--- config.mk ---
export PLATFORM = sky130hd
export DESIGN_NAME = mem_arbiter
export DESIGN_NICKNAME = d
export VERILOG_FILES = /design/src/rtl/riscv_mem_pkg.sv /design/src/rtl/mem_arbiter.sv
export SDC_FILE = /design/constraint.sdc
export NUM_CORES = 1
export LEC_CHECK = 0
export ABC_AREA = 1
export CAP_MARGIN = 5
export CORE_AREA = 2 2 117 119
export CTS_CLUSTER_SIZE = 16
export DETAILED_ROUTE_END_ITERATION = 8
export DIE_AREA = 0 0 119 121
export PLACE_DENSITY = 0.59
export SLEW_MARGIN = 0
export SYNTH_ARGS = -nofsm -noshare
export SYNTH_HDL_FRONTEND = slang
export SYNTH_SLANG_ARGS = --single-unit
--- constraint.sdc ---
create_clock -name clk -period 1.5 [get_ports clk]
set_input_delay 0.3 -clock clk [delete_from_list [all_inputs] [get_ports clk]]
set_output_delay 0.3 -clock clk [all_outputs]
set_load 0.1 [all_outputs]
--- src/rtl/riscv_mem_pkg.sv ---
// Shared memory-interface types: access size encoding and datapath width,
// common to the core memory, the LSU and the arbiter.
package riscv_mem_pkg;

  localparam int XLEN = 32;

  typedef enum logic [1:0] {
    MEM_NONE = 2'd0,
    MEM_BYTE = 2'd1,
    MEM_HALF = 2'd2,
    MEM_WORD = 2'd3
  } mem_size_e;

endpackage

--- src/rtl/mem_arbiter.sv ---
// Shares one registered-read, sized-write memory between fetch and the LSU.
// Data reads beat fetch reads unless fetch has lost STARVE_LIMIT times in a row.
module mem_arbiter
  import riscv_mem_pkg::*;
#(
  parameter int STARVE_LIMIT = 4
) (
  input  logic            clk,
  input  logic            rst_n,
  input  logic            if_req_valid,
  output logic            if_req_ready,
  input  logic [XLEN-1:0] if_req_addr,
  output logic            if_rsp_valid,
  output logic [XLEN-1:0] if_rsp_data,
  input  logic            d_req_valid,
  output logic            d_req_ready,
  input  logic            d_req_we,
  input  logic [1:0]      d_req_size,
  input  logic [XLEN-1:0] d_req_addr,
  input  logic [XLEN-1:0] d_req_wdata,
  output logic            d_rsp_valid,
  output logic [XLEN-1:0] d_rsp_data,
  output logic [XLEN-1:0] mem_rd_addr,
  input  logic [XLEN-1:0] mem_rd_data,
  output logic [1:0]      mem_wr_en,
  output logic [XLEN-1:0] mem_wr_addr,
  output logic [XLEN-1:0] mem_wr_data
);

  localparam logic [3:0] LIMIT = 4'(STARVE_LIMIT);

  logic [3:0] starve_cnt, starve_next;
  logic       if_pend, d_pend, d_rd_pend;
  logic       wr_req, rd_req, fetch_pri;
  logic       if_grant, d_rd_grant, d_wr_grant;

  always_comb begin
    wr_req      = d_req_valid && d_req_we;
    rd_req      = d_req_valid && !d_req_we;
    fetch_pri   = (starve_cnt == LIMIT);
    if_grant    = 1'b0;
    d_rd_grant  = 1'b0;
    d_wr_grant  = 1'b0;
    starve_next = starve_cnt;

    if (rst_n) begin
      if_grant   = if_req_valid && (!rd_req || fetch_pri);
      d_rd_grant = rd_req && !if_grant;
      d_wr_grant = wr_req;
    end

    if_req_ready = if_grant;
    d_req_ready  = rst_n && (d_req_we || d_rd_grant);

    // Writes bypass arbitration entirely; the write port is never contended.
    mem_wr_en    = d_wr_grant ? d_req_size : MEM_NONE;
    mem_wr_addr  = d_req_addr;
    mem_wr_data  = d_req_wdata;
    mem_rd_addr  = d_rd_grant ? d_req_addr : if_req_addr;

    if (if_grant) begin
      starve_next = '0;
    end else if (if_req_valid && d_rd_grant && (starve_cnt != LIMIT)) begin
      starve_next = starve_cnt + 4'd1;
    end

    if_rsp_valid = if_pend;
    if_rsp_data  = if_pend ? mem_rd_data : '0;
    d_rsp_valid  = d_pend;
    d_rsp_data   = (d_pend && d_rd_pend) ? mem_rd_data : '0;
  end

  always_ff @(posedge clk or negedge rst_n) begin
    if (!rst_n) begin
      starve_cnt <= '0;
      if_pend    <= 1'b0;
      d_pend     <= 1'b0;
      d_rd_pend  <= 1'b0;
    end else begin
      starve_cnt <= starve_next;
      if_pend    <= if_grant;
      d_pend     <= d_rd_grant || d_wr_grant;
      d_rd_pend  <= d_rd_grant;
    end
  end

endmodule

==> metrics <==
Die Height=121 um; sequential share of the synthesized area=0.0945; HPWL Detailed=9890 um; CP endpoint=mem_rd_addr[25]; Die ar.=14,400 sq um; synth top area cells=buf_4, nand2_1, inv_1; fin. max-slew vios=0; first-pass GRT wire length=18,200 um; TritonCTS Buffers=3; initial antenna violation count=2; aggregate global routing overflow=0; Pre-antenna DRT Iters=4; ANT nets after route=0; wire per inst=15.2 um; largest net degree at the start of global routing=17; htree depth=1; port bufs=236; Crit path required time=1200 ps; setup TNS=-20,720 ps; post-synthesis area per instance=5.23 sq um; Slew headroom=0.824; via count of the first global-routing pass=3,466; area added between synthesis and finish=338%; clk root buf=clkbuf_16; RD Place Congestion=0.782; R2R Path Start=starve_cnt[0]; Finished Core Util=0.620; failing checks=negative setup slack; Setup WS pre-CTS=-652 ps; share of the synthesized area in the top cell type=0.259; Worst Setup SP=starve_cnt[1]; most frequent cells in the layout=buf_12, clkdlybuf4s50_1, nand2_8, buf_4, inv_1; max_cap viols=0; Final Power=3.97 mW; Tightest Pin Transition=264 ps; reg2reg setup slack=-80 ps; CORE AREA=13,100 sq um; CTS tree=done; PnR worst setup slack=-518 ps; Synth Instances=354; RSZ-0062 raised after global routing=yes; CP Class=reg2out; die width=119 um; largest area contributor in the netlist=buf_4; post-synthesis sequential element count=7; worst vdd ir=342 uV; power per standard cell area=490 nW/um^2; DRC Markers=0; Final min period=2020 ps; Lkg Pwr=3.39 nW; routed via count=3,097; status=complete, but fails checks; Worst-path clk slew=40 ps; final WL=11,700 um; warnings from Yosys=0; # nets final=734; Mapped Area=1850 sq um; GRT Util Overall=0.160; FP Rows=42; Clk Latency, worst-skew pair=230 ps; Clock Tree Buf Depth=2; Max Fclk=495 MHz; clock sink total=7; period utilization=1.35; drt first-iter violations=49; Worst EP arrival=1720 ps; Setup Viol. Count Final=96; worst hold path type=in2async; ratio of cells with drive above 1 in the final layout=0.723; clock skew=0.554 ps; initial core utilization=0.142; synth unique cells=18; CP max FO=5; Post-Synthesis Net Count=491; drt via density=4.00; final hold violation count=0; Boundary Pins=301; Worst R2R Path Depth=11; Worst setup SP type=register; worst r2r dst=starve_cnt[2]; most common cell after layout, fill and taps aside=buf_12; critical path capture point type=primary output
metrics by stage:
stage          std cells  hold WS [ps]  instance area (sq um)
3_5_place_dp         745           546                   7410
5_1_grt              773           180                   8110
2_1_floorplan        354          4.41                   3610
6_report             774           154                   8110
3_3_place_gp         745           520                   7410
4_1_cts              767           161                   8020
worst min-delay path by stage:
| stage | end | slack, ps | from | cells after the start |
|---|---|---|---|---|
| final | starve_cnt[3] | 150 | rst_n | 2 |
| after global routing | starve_cnt[3] | 180 | rst_n | 2 |
| after CTS | starve_cnt[3] | 160 | rst_n | 2 |
| after detailed placement | starve_cnt[3] | 550 | starve_cnt[3] | 2 |
| after global placement | starve_cnt[3] | 520 | starve_cnt[3] | 2 |
| after floorplan | d_rd_pend | 4 | rst_n | 0 |
synthesized netlist by cell type:
cell	number
a21oi_1	1
nand4_1	2
nor2_1	38
nor2_4	1
nand2_4	1
buf_6	3
ha_1	2
clkinv_1	1
nand4_4	1
dfrtp_1	7
nand2_1	107
buf_2	6
o21ai_0	3
buf_4	64
inv_2	1
inv_1	74
clkbuf_1	6
nand3_1	36
power by group:
part           internal [mW]  switching [mW]  total (mW)
Combinational           1.30            2.00        3.30
Sequential             0.203          0.0138       0.217
Clock                  0.354          0.0997       0.453
Total                   1.85            2.12        3.97
metal layers:
layer | global-route usage | share of wire | up-vias
li1 | - | - | 1468
met1 | 0.158 | 0.33 | 1415
met2 | 0.307 | 0.54 | 206
met3 | 0.0804 | 0.13 | 8
met4 | 0.0186 | 0.0077 | 0
met5 | 0 | 0 | -
layout make-up:
cell class                 instances  area, sq um
antenna                            2         5.00
tap                              176          220
fill                             977         4970
sequential                         7          183
timing repair buffer             316         4600
inverter                          76          409
clock buffer                       4         78.8
multi-input combinational        193         2610
logic make-up (layout without fill, tap and decap cells):
logic type / Yosys count / after routing / share of synthesized area
buffers and inverters: 155 / 396 / 0.460
AOI/OAI and AO/OA: 4 / 4 / 0.0108
other: 0 / 2 / 0
DFF: 7 / 7 / 0.0945
adders and majority gates: 2 / 2 / 0.0135
and+or+nand+nor: 186 / 187 / 0.421
critical path: stages (launching register included):
cell and delay, ps:
dfrtp_1 380, inv_2 90, ha_4 150, nand4_4 80, buf_12 170, nand2_8 100, buf_12 170, nand2_8 70
nand2_8 70, buf_12 160
state kept, by name, indices dropped and copies added (netlist names):
name	cells
d_rsp_valid	1
d_rd_pend	1
starve_cnt	4
if_rsp_valid	1
what timing repair did:
action,in CTS,in global routing
setup endpoints to repair,98,100
setup buffers,13,6
resized for setup,85,12
pin swaps,32,8
cloned,5,0
hold buffers,0,0
No activity file was read; power rests on OpenSTA's default activity.
